**src/rtl/acq_search_if.sv**
```systemverilog
// Acquisition search bus: run control, configuration, front-end and
// accumulator strobes from the host side, plus the accumulator controls and
// search results returned by the controller.
// Handshake: start, samp_vld and corr_vld are single-cycle strobes. Each one
// is consumed on the rising edge where it is high, provided the controller is
// in the state that accepts it (IDLE for start, DWELL for samp_vld, WAIT for
// corr_vld). In any other state the strobe is dropped. There is no
// backpressure, so ready is implicit in the controller state.
interface acq_search_if #(
    parameter int CORR_WIDTH    = 32,
    parameter int PRN_PHS_WIDTH = 12,
    parameter int DWELL_WIDTH   = 16
);
    logic                     start;
    logic                     abort;
    logic [PRN_PHS_WIDTH-1:0] phs_max;
    logic [DWELL_WIDTH-1:0]   dwell_len;
    logic [CORR_WIDTH-1:0]    threshold;
    logic                     samp_vld;
    logic                     corr_vld;
    logic [CORR_WIDTH-1:0]    corr_val;
    logic                     acc_clr;
    logic                     acc_en;
    logic [PRN_PHS_WIDTH-1:0] prn_phs;
    logic                     busy;
    logic                     done;
    logic                     acq_ok;
    logic [PRN_PHS_WIDTH-1:0] acq_prn_phs;
    logic [CORR_WIDTH-1:0]    corr_peak;

    // Host / front-end side
    modport master (
        output start, abort, phs_max, dwell_len, threshold,
               samp_vld, corr_vld, corr_val,
        input  acc_clr, acc_en, prn_phs, busy, done, acq_ok,
               acq_prn_phs, corr_peak
    );

    // Search controller side
    modport slave (
        input  start, abort, phs_max, dwell_len, threshold,
               samp_vld, corr_vld, corr_val,
        output acc_clr, acc_en, prn_phs, busy, done, acq_ok,
               acq_prn_phs, corr_peak
    );
endinterface

```
**src/rtl/acq_search_ctrl.sv**
```systemverilog
// PRN code-phase search controller. The controller sweeps phases 0..phs_max.
// For each phase it clears the correlator, dwells for dwell_len samples, waits
// for the accumulator result and keeps the strongest peak.
// Optional build macro ACQ_EARLY_EXIT_EN: when defined, the search stops at the
// first phase whose magnitude reaches the threshold.
module acq_search_ctrl #(
    parameter int CORR_WIDTH    = 32,
    parameter int PRN_PHS_WIDTH = 12,
    parameter int DWELL_WIDTH   = 16
) (
    input  logic       rx_clk,
    input  logic       rx_rst,
    acq_search_if.slave bus,
    output logic [2:0] dbg_state
);

    typedef enum logic [2:0] {
        S_IDLE  = 3'd0,
        S_CLEAR = 3'd1,
        S_DWELL = 3'd2,
        S_WAIT  = 3'd3,
        S_EVAL  = 3'd4,
        S_DONE  = 3'd5
    } state_t;

    state_t state, state_nxt;

    // Configuration captured at start so mid-search changes are not seen
    logic [PRN_PHS_WIDTH-1:0] phs_max_r;
    logic [DWELL_WIDTH-1:0]   dwell_len_r;
    logic [CORR_WIDTH-1:0]    threshold_r;

    logic [DWELL_WIDTH-1:0]   dwell_cnt;
    logic [CORR_WIDTH-1:0]    cap_val;
    logic [PRN_PHS_WIDTH-1:0] prn_phs_r;
    logic [PRN_PHS_WIDTH-1:0] acq_prn_phs_r;
    logic [CORR_WIDTH-1:0]    corr_peak_r;
    logic                     acq_ok_r;

    logic                     start_ok;
    logic [DWELL_WIDTH-1:0]   dwell_last;
    logic                     dwell_end;
    logic                     peak_upd;
    logic [CORR_WIDTH-1:0]    peak_new;
    logic                     last_phs;
    logic                     early_hit;
    logic                     eval_finish;

    // A start that arrives together with abort is dropped
    assign start_ok   = bus.start && !bus.abort;
    // A dwell length of zero behaves as a single-sample dwell
    assign dwell_last = (dwell_len_r == '0) ? '0 : dwell_len_r - DWELL_WIDTH'(1);
    assign dwell_end  = bus.samp_vld && (dwell_cnt == dwell_last);
    // Strictly greater, so a tie keeps the earlier phase
    assign peak_upd   = cap_val > corr_peak_r;
    assign peak_new   = peak_upd ? cap_val : corr_peak_r;
    assign last_phs   = prn_phs_r == phs_max_r;
`ifdef ACQ_EARLY_EXIT_EN
    assign early_hit  = cap_val >= threshold_r;
`else
    assign early_hit  = 1'b0;
`endif
    assign eval_finish = last_phs || early_hit;

    // State register
    always_ff @(posedge rx_clk) begin
        if (rx_rst) begin
            state <= S_IDLE;
        end else begin
            state <= state_nxt;
        end
    end

    // Next-state logic; abort overrides every other transition
    always_comb begin
        state_nxt = state;
        case (state)
            S_IDLE:  if (start_ok) state_nxt = S_CLEAR;
            S_CLEAR: state_nxt = S_DWELL;
            S_DWELL: if (dwell_end) state_nxt = S_WAIT;
            S_WAIT:  if (bus.corr_vld) state_nxt = S_EVAL;
            S_EVAL:  state_nxt = eval_finish ? S_DONE : S_CLEAR;
            S_DONE:  state_nxt = S_IDLE;
            default: state_nxt = S_IDLE;
        endcase
        if (bus.abort) begin
            state_nxt = S_IDLE;
        end
    end

    // Search datapath: configuration latch, dwell count, capture and peak tracking
    always_ff @(posedge rx_clk) begin
        if (rx_rst) begin
            phs_max_r     <= '0;
            dwell_len_r   <= '0;
            threshold_r   <= '0;
            dwell_cnt     <= '0;
            cap_val       <= '0;
            prn_phs_r     <= '0;
            acq_prn_phs_r <= '0;
            corr_peak_r   <= '0;
            acq_ok_r      <= 1'b0;
        end else if (bus.abort && state != S_IDLE) begin
            acq_ok_r <= 1'b0;
        end else begin
            case (state)
                S_IDLE: begin
                    if (start_ok) begin
                        phs_max_r     <= bus.phs_max;
                        dwell_len_r   <= bus.dwell_len;
                        threshold_r   <= bus.threshold;
                        prn_phs_r     <= '0;
                        acq_prn_phs_r <= '0;
                        corr_peak_r   <= '0;
                        acq_ok_r      <= 1'b0;
                    end
                end
                S_CLEAR: dwell_cnt <= '0;
                S_DWELL: begin
                    if (bus.samp_vld && !dwell_end) begin
                        dwell_cnt <= dwell_cnt + DWELL_WIDTH'(1);
                    end
                end
                S_WAIT: begin
                    if (bus.corr_vld) begin
                        cap_val <= bus.corr_val;
                    end
                end
                S_EVAL: begin
                    if (peak_upd) begin
                        corr_peak_r   <= cap_val;
                        acq_prn_phs_r <= prn_phs_r;
                    end
                    if (eval_finish) begin
                        acq_ok_r <= peak_new >= threshold_r;
                    end else begin
                        prn_phs_r <= prn_phs_r + PRN_PHS_WIDTH'(1);
                    end
                end
                default: ;
            endcase
        end
    end

    assign bus.acc_clr     = state == S_CLEAR;
    assign bus.acc_en      = (state == S_DWELL) && bus.samp_vld;
    assign bus.busy        = state != S_IDLE;
    // An abort arriving in DONE cancels the completion pulse
    assign bus.done        = (state == S_DONE) && !bus.abort;
    assign bus.acq_ok      = acq_ok_r;
    assign bus.prn_phs     = prn_phs_r;
    assign bus.acq_prn_phs = acq_prn_phs_r;
    assign bus.corr_peak   = corr_peak_r;
    assign dbg_state       = state;

endmodule

```
**src/flat_wrapper.sv**
```systemverilog
// flat-port wrapper written by rule: the top's interface ports become plain ports
module acq_search_ctrl_flat 
#(
    parameter int CORR_WIDTH    = 32,
    parameter int PRN_PHS_WIDTH = 12,
    parameter int DWELL_WIDTH   = 16
)
  (rx_clk, rx_rst, dbg_state, bus_start, bus_abort, bus_phs_max, bus_dwell_len, bus_threshold, bus_samp_vld, bus_corr_vld, bus_corr_val, bus_acc_clr, bus_acc_en, bus_prn_phs, bus_busy, bus_done, bus_acq_ok, bus_acq_prn_phs, bus_corr_peak);
  acq_search_if #(.CORR_WIDTH(CORR_WIDTH), .PRN_PHS_WIDTH(PRN_PHS_WIDTH), .DWELL_WIDTH(DWELL_WIDTH)) bus_i ();
  input  logic rx_clk;
  input  logic rx_rst;
  output logic [2:0] dbg_state;
  input wire logic [$bits(bus_i.start)-1:0] bus_start;
  input wire logic [$bits(bus_i.abort)-1:0] bus_abort;
  input wire logic [$bits(bus_i.phs_max)-1:0] bus_phs_max;
  input wire logic [$bits(bus_i.dwell_len)-1:0] bus_dwell_len;
  input wire logic [$bits(bus_i.threshold)-1:0] bus_threshold;
  input wire logic [$bits(bus_i.samp_vld)-1:0] bus_samp_vld;
  input wire logic [$bits(bus_i.corr_vld)-1:0] bus_corr_vld;
  input wire logic [$bits(bus_i.corr_val)-1:0] bus_corr_val;
  output wire logic [$bits(bus_i.acc_clr)-1:0] bus_acc_clr;
  output wire logic [$bits(bus_i.acc_en)-1:0] bus_acc_en;
  output wire logic [$bits(bus_i.prn_phs)-1:0] bus_prn_phs;
  output wire logic [$bits(bus_i.busy)-1:0] bus_busy;
  output wire logic [$bits(bus_i.done)-1:0] bus_done;
  output wire logic [$bits(bus_i.acq_ok)-1:0] bus_acq_ok;
  output wire logic [$bits(bus_i.acq_prn_phs)-1:0] bus_acq_prn_phs;
  output wire logic [$bits(bus_i.corr_peak)-1:0] bus_corr_peak;
  assign bus_i.start = bus_start;
  assign bus_i.abort = bus_abort;
  assign bus_i.phs_max = bus_phs_max;
  assign bus_i.dwell_len = bus_dwell_len;
  assign bus_i.threshold = bus_threshold;
  assign bus_i.samp_vld = bus_samp_vld;
  assign bus_i.corr_vld = bus_corr_vld;
  assign bus_i.corr_val = bus_corr_val;
  assign bus_acc_clr = bus_i.acc_clr;
  assign bus_acc_en = bus_i.acc_en;
  assign bus_prn_phs = bus_i.prn_phs;
  assign bus_busy = bus_i.busy;
  assign bus_done = bus_i.done;
  assign bus_acq_ok = bus_i.acq_ok;
  assign bus_acq_prn_phs = bus_i.acq_prn_phs;
  assign bus_corr_peak = bus_i.corr_peak;
  acq_search_ctrl #(.CORR_WIDTH(CORR_WIDTH), .PRN_PHS_WIDTH(PRN_PHS_WIDTH), .DWELL_WIDTH(DWELL_WIDTH)) u_core (.rx_clk(rx_clk), .rx_rst(rx_rst), .bus(bus_i), .dbg_state(dbg_state));
endmodule
```
**config.mk**
```make
export PLATFORM = sky130hd
export DESIGN_NAME = acq_search_ctrl_flat
export DESIGN_NICKNAME = d
export VERILOG_FILES = /design/src/rtl/acq_search_if.sv /design/src/rtl/acq_search_ctrl.sv /design/src/flat_wrapper.sv
export SDC_FILE = /design/constraint.sdc
export NUM_CORES = 1
export LEC_CHECK = 0
export BUFFER_PORTS_ARGS = -buffer_cell sky130_fd_sc_hd__clkbuf_2
export CORE_MARGIN = 4
export CORE_UTILIZATION = 56
export CTS_CLUSTER_DIAMETER = 120
export DETAILED_ROUTE_END_ITERATION = 16
export PLACE_DENSITY_LB_ADDON = 0.05
export SLEW_MARGIN = 20
export SYNTH_ARGS = -nofsm -noshare
export SYNTH_HDL_FRONTEND = slang
export SYNTH_SLANG_ARGS = --single-unit
```
**constraint.sdc**
```tcl
create_clock -name rx_clk -period 4.6 [get_ports rx_clk]
set_clock_uncertainty 0.15 [all_clocks]
set_input_delay 0.46 -clock rx_clk [delete_from_list [all_inputs] [get_ports rx_clk]]
set_output_delay 0.46 -clock rx_clk [all_outputs]
set_load 0.1 [all_outputs]
```
# Yosys cells after proc, flatten, opt, wreduce, memory -nomap -nowiden
# Index checks and enable logic that the tools add are counted.
classes:
  mux: 19
  reduce_logical: 23
  addsub: 3
  order_cmp: 2
  bitwise_logic: 1
  eq_ne: 14
op_table:
  columns: ["op", "count"]
  rows:
  - ["32-bit 2-to-1 mux", 2]
  - ["32-bit one-hot mux with 2 select lines", 1]
  - ["12-bit one-hot mux with 2 select lines", 2]
  - ["12-bit 2-to-1 mux", 3]
  - ["32-bit greater-or-equal comparator", 1]
  - ["32-bit > comparator", 1]
  - ["16-bit 2-to-1 mux", 2]
  - ["16-bit one-hot mux with 2 select lines", 1]
  - ["3-bit AND reduction", 6]
  - ["16-bit by 1-bit adder with 16-bit output, second input constant", 1]
  - ["16-bit == test", 1]
  - ["16-bit zero test", 1]
  - ["16-bit by 1-bit subtractor with 16-bit output, second input constant", 1]
  - ["3-bit one-hot mux with 5 select lines", 1]
  - ["12-bit by 1-bit adder with 12-bit output, second input constant", 1]
  - ["12-bit == test", 1]
  - ["3-bit 2-to-1 mux", 4]
  - ["2-bit by 1-bit inequality test with 1-bit output, second input constant", 5]
  - ["4-bit AND reduction", 2]
  - ["3-bit by 2-bit == test with 1-bit output, second input constant", 2]
  - ["3-bit == test, second input constant", 2]
  - ["1-bit logical AND", 6]
  - ["2-bit inequality test, second input constant", 2]
  - ["2-bit nonzero test", 2]
  - ["other kinds (8)", 11]
word_totals:
  out_inout_bits: 64
  register_bits: 168

# Longest topological paths before layout
logic_depth:
  depth_word: 8
  ltp_mapped: 25

# Worst setup path before layout
# OpenSTA, ideal clock, no wires.
synth_path:
  path_kind: "flip-flop to flip-flop"
  start: "register u_core.state[0], in the netlist u_core.dbg_state[0]"
  end: "register u_core.dwell_cnt[10]"
  path_slack_ps: -481
  n_path_buf: 3
  t_arrival_ps: 4806
  t_required_ps: 4325
  path_stages_with_launch: 7
  path_cell_list: "dfxtp_1 -> buf_6 -> nor3b_1 -> a21o_1 -> buf_4 -> dlygate4sd3_1 -> nor2_1"
synth_via:
  word_cells_on_any_way: 9
synth_lines:
  columns: ["element", "line_no", "source"]
  rows:
  - ["start, declared", "acq_search_ctrl.sv:26", "state_t state, state_nxt;"]
  - ["start signal, assigned", "acq_search_ctrl.sv:70", "state <= state_nxt;"]
  - ["3-bit by 1-bit == test with 1-bit output (*)", null, null]
  - ["net bus_acc_clr", "flat_wrapper.sv:21", "output wire logic [$bits(bus_i.acc_clr)-1:0] bus_acc_clr;"]
  - ["2-bit nonzero test (no line)", null, null]
  - ["3-bit AND reduction (no line)", null, null]
  - ["end signal, assigned", "acq_search_ctrl.sv:121", "dwell_cnt <= dwell_cnt + DWELL_WIDTH'(1);"]
  - ["end, declared", "acq_search_ctrl.sv:33", "logic [DWELL_WIDTH-1:0] dwell_cnt;"]
# Mark *: on every way through the listed nets, which the timed path passes. The rest lies on a longest branch.
# A chain may end at the register's enable or synchronous reset.

# Worst setup path in the final report
layout_path:
  start: "register u_core.corr_peak_r[30], in the netlist u_core.bus.corr_peak[30]"
  end: "register u_core.acq_ok_r, in the netlist u_core.bus.acq_ok"
layout_via:
  elab_chain_len: 5
layout_lines:
  columns: ["element", "line_no", "source"]
  rows:
  - ["start, declared", "acq_search_ctrl.sv:37", "logic [CORR_WIDTH-1:0] corr_peak_r;"]
  - ["start signal, assigned", "acq_search_ctrl.sv:131", "corr_peak_r <= cap_val;"]
  - ["32-bit > comparator", "acq_search_ctrl.sv:55", "assign peak_upd = cap_val > corr_peak_r;"]
  - ["32-bit 2-to-1 mux (*)", null, null]
  - ["32-bit greater-or-equal comparator (*)", "acq_search_ctrl.sv:135", "acq_ok_r <= peak_new >= threshold_r;"]
  - ["1-bit 2-to-1 mux (*)", "acq_search_ctrl.sv:134", "if (eval_finish) begin"]
  - ["1-bit one-hot mux with 2 select lines (*)", "acq_search_ctrl.sv:106", "case (state)"]
  - ["end signal, assigned", "acq_search_ctrl.sv:135", null]
  - ["end, declared", "acq_search_ctrl.sv:38", "logic acq_ok_r;"]
# Every way passes the cells marked *; elsewhere a longest branch is shown, timed or not. The select of a mux whose other input is x is not followed.

==> results.txt <==
Die W: 134 um
DRT iter0 DRCs: 466
Die Ht: 134 um
Core area: 0.0154 mm2
Fin crit period: 4.38 ns
Final net count: 1,415
GRT Residual Overflow: 0
CTS tree: yes
CTS Buf Count: 17
Mux cell area share after synthesis: 0.337%
Critical Path Fanout Max: 7
Max cap viols: 0
Setup WS post-layout: 0.217 ns
Worst Tran Pin Value: 0.755 ns
Post-synthesis async set-or-reset flop share: 0%
Worst setup SP type: flip-flop
Synthesized flop and latch total: 168
Final Hold Viols: 0
Initial core utilization: 57.9%
Synth Area in Adders: 9.54%
Simple-gate area share of the yosys netlist: 21.6%
Share of cells above drive strength 1: 19.9%
Max frequency: 228 MHz
Avg WL per Cell: 15.6 um
Synth Area in Compound Gates: 18.8%
Routed vias/inst: 5.46
Worst-path clk slew: 0.07 ns
Sequential cell area fraction in the yosys report: 37.8%
Routability cong.: 0.868
DR vias: 8,044
Worst VDD drop: 0.273 mV
Routed WL: 23,000 um
Cell Area, Synth: 0.00891 mm2
Initial antenna violation count: 0
Final ANT Viol Nets: 0
Syn Nets: 1,288
Synth-to-layout area growth: 18.0%
CTS H-Tree Depth: 4
Die area: 0.0180 mm2
Crit path DAT: 4.56 ns
I/O Buffers: 161
Synth Warn #: 0
Clock root cell: clkbuf_16
Top cell type's share of synthesized area: 37.8%
Power Total: 3.29 mW
Top cells by count, synth: 246 x nand2_1, 168 x dfxtp_1, 120 x a21oi_1, 76 x inv_1, 67 x ha_1
Outcome: finished clean
Clock Path Buffers: 2
Clk_lat worst skew: 0.44 ns
Final setup viols: 0
Yosys cell types: 67
Slew Viols, Final: 0
Crit end category: flip-flop
Pre-CTS setup slack: -0.0238 ns
# diodes: 0
Drc violations: 0
Syn Area/Cell: 7.93 um2
Pin count of the biggest net entering global routing: 67
Critical Path RT: 4.78 ns
Area contributors post-synth: dfxtp_1 38%, nand2_1 10%, ha_1 9.4%
Global Route Usage Sum: 25.4%
Max_slew headroom: 49.2%
Largest family of logic cells by synthesized area: simple AND/OR/NAND/NOR gates
Crit share post-route: 95.3%
PwrDens: 313 mW/mm2
Leading area contributor after synthesis: dfxtp_1
P_leak: 4.28 nW
First-pass GRT wire length: 37,100 um
Min-Delay Path Class: input port to flip-flop
I/O Pins: 162
Clk sink count: 168
HPWL Detailed: 16,600 um
Site row count: 45
Post-synth EDFFs: 0
Vias in the first global route: 7,627
Post-CTS Hold Fix Bufs: 0
Setup CP Type: flip-flop to flip-flop
Post-Syn Instances: 1,123
Pre-antenna DRT Iters: 5
Xor and xnor area share after synthesis: 5.21%
Main flop type after synthesis: dfxtp_1
Most numerous cell in the Yosys netlist: nand2_1
## area by class of cell
class | count | area [um2]
clock buffer | 17 | 425
clock inverter | 15 | 169
fill | 1394 | 4870
inverter | 76 | 285
multi-input combinational | 810 | 5030
sequential | 168 | 3390
tap | 211 | 264
timing repair buffer | 177 | 940
## final timing paths
kind                                         start  slack [ns]                             endpoint  cells after the start
max reg2reg  u_core.bus.corr_peak[30]$_SDFFE_PP0P_        0.22       u_core.bus.acq_ok$_SDFFE_PP0P_                     20
min reg2reg    u_core.threshold_r[12]$_SDFFE_PP0P_        0.31  u_core.threshold_r[12]$_SDFFE_PP0P_                      2
max          u_core.bus.corr_peak[30]$_SDFFE_PP0P_        0.22       u_core.bus.acq_ok$_SDFFE_PP0P_                     20
min                              bus_threshold[26]        0.08  u_core.threshold_r[26]$_SDFFE_PP0P_                      3
## layer usage
| metal | vias to the layer above | global-route usage (%) | share of wire [%] |
|---|---|---|---|
| li1 | 4098 | - | - |
| met3 | 30 | 6.23 | 6.5 |
| met5 | - | 0 | 0 |
| met4 | 0 | 6.62 | 1.2 |
| met2 | 227 | 41.5 | 46 |
| met1 | 3689 | 34.0 | 46 |
## where the power goes
group          switching (mW)  internal [mW]
registers              0.0264           1.48
logic                   0.215          0.143
clock network           0.690          0.735
total                   0.931           2.36
## registers in the layout (all words and copies together), names as in the netlist
| name | flops |
|---|---|
| u_core.dwell_len_r | 16 |
| u_core.bus.corr_peak | 32 |
| u_core.dbg_state | 3 |
| u_core.bus.prn_phs | 12 |
| u_core.cap_val | 32 |
| u_core.bus.acq_ok | 1 |
| u_core.dwell_cnt | 16 |
| u_core.bus.acq_prn_phs | 12 |
| u_core.threshold_r | 32 |
| u_core.phs_max_r | 12 |
## layout by cell type, fill, tap and decap left out, drive strengths merged, types with 6 or more instances in the layout
| master | count |
|---|---|
| buf | 17 |
| nand3 | 18 |
| nor3 | 19 |
| xnor2 | 40 |
| nand2b | 7 |
| nor4 | 16 |
| ha | 67 |
| clkbuf | 177 |
| xor2 | 13 |
| o21ai | 44 |
| a22o | 44 |
| nor3b | 6 |
| nor2 | 59 |
| nand2 | 246 |
| dfxtp | 168 |
| inv | 87 |
| nor2b | 10 |
| nand4 | 22 |
| a21oi | 120 |
| a21o | 15 |
## worst max-delay path, cell delays in order (launching register included)
cell and delay, ns:
dfxtp_4 0.37, inv_1 0.06, ha_1 0.30, nand4_1 0.08, or2_2 0.34, or4_4 0.59, nor2_2 0.15, a2111oi_4 0.10
a21oi_4 0.26, buf_4 0.21, mux2i_1 0.19, ha_1 0.24, nand2b_1 0.14, a21o_1 0.17, a21o_1 0.16, a21oi_1 0.13
nor2b_1 0.06, o21ai_1 0.17, a2111oi_0 0.15, o2111ai_1 0.21, nand2_1 0.06
## cells by family after synthesis
logic type                 count (synthesis)
and+or+nand+nor                          422
AOI/OAI and AO/OA                        264
DFF                                      168
buffers and inverters                    145
adders and majority gates                 68
xor gates and xnor gates                  53
muxes                                      3
## per-stage QoR
step	utilization (%)	instances	area, um2	setup TNS (ns)	hold WS, ns
after floorplan	-	1123	8950	0	0.286
after global placement	64.1	1440	9850	0	0.293
after detailed placement	64.1	1440	9850	-0.0238	0.296
after CTS	68.0	1472	10400	0	0.0718
after global routing	68.3	1474	10500	-0.00484	0.0692
final	68.3	1474	10500	0	0.0845
## timing repair
item | 4_1_cts | 5_1_grt
pin swaps | 0 | 1
setup buffers | 0 | 2
gates resized for setup | 1 | 10
setup endpoints to repair | 1 | 1
Power figures use the tool's default switching activity.
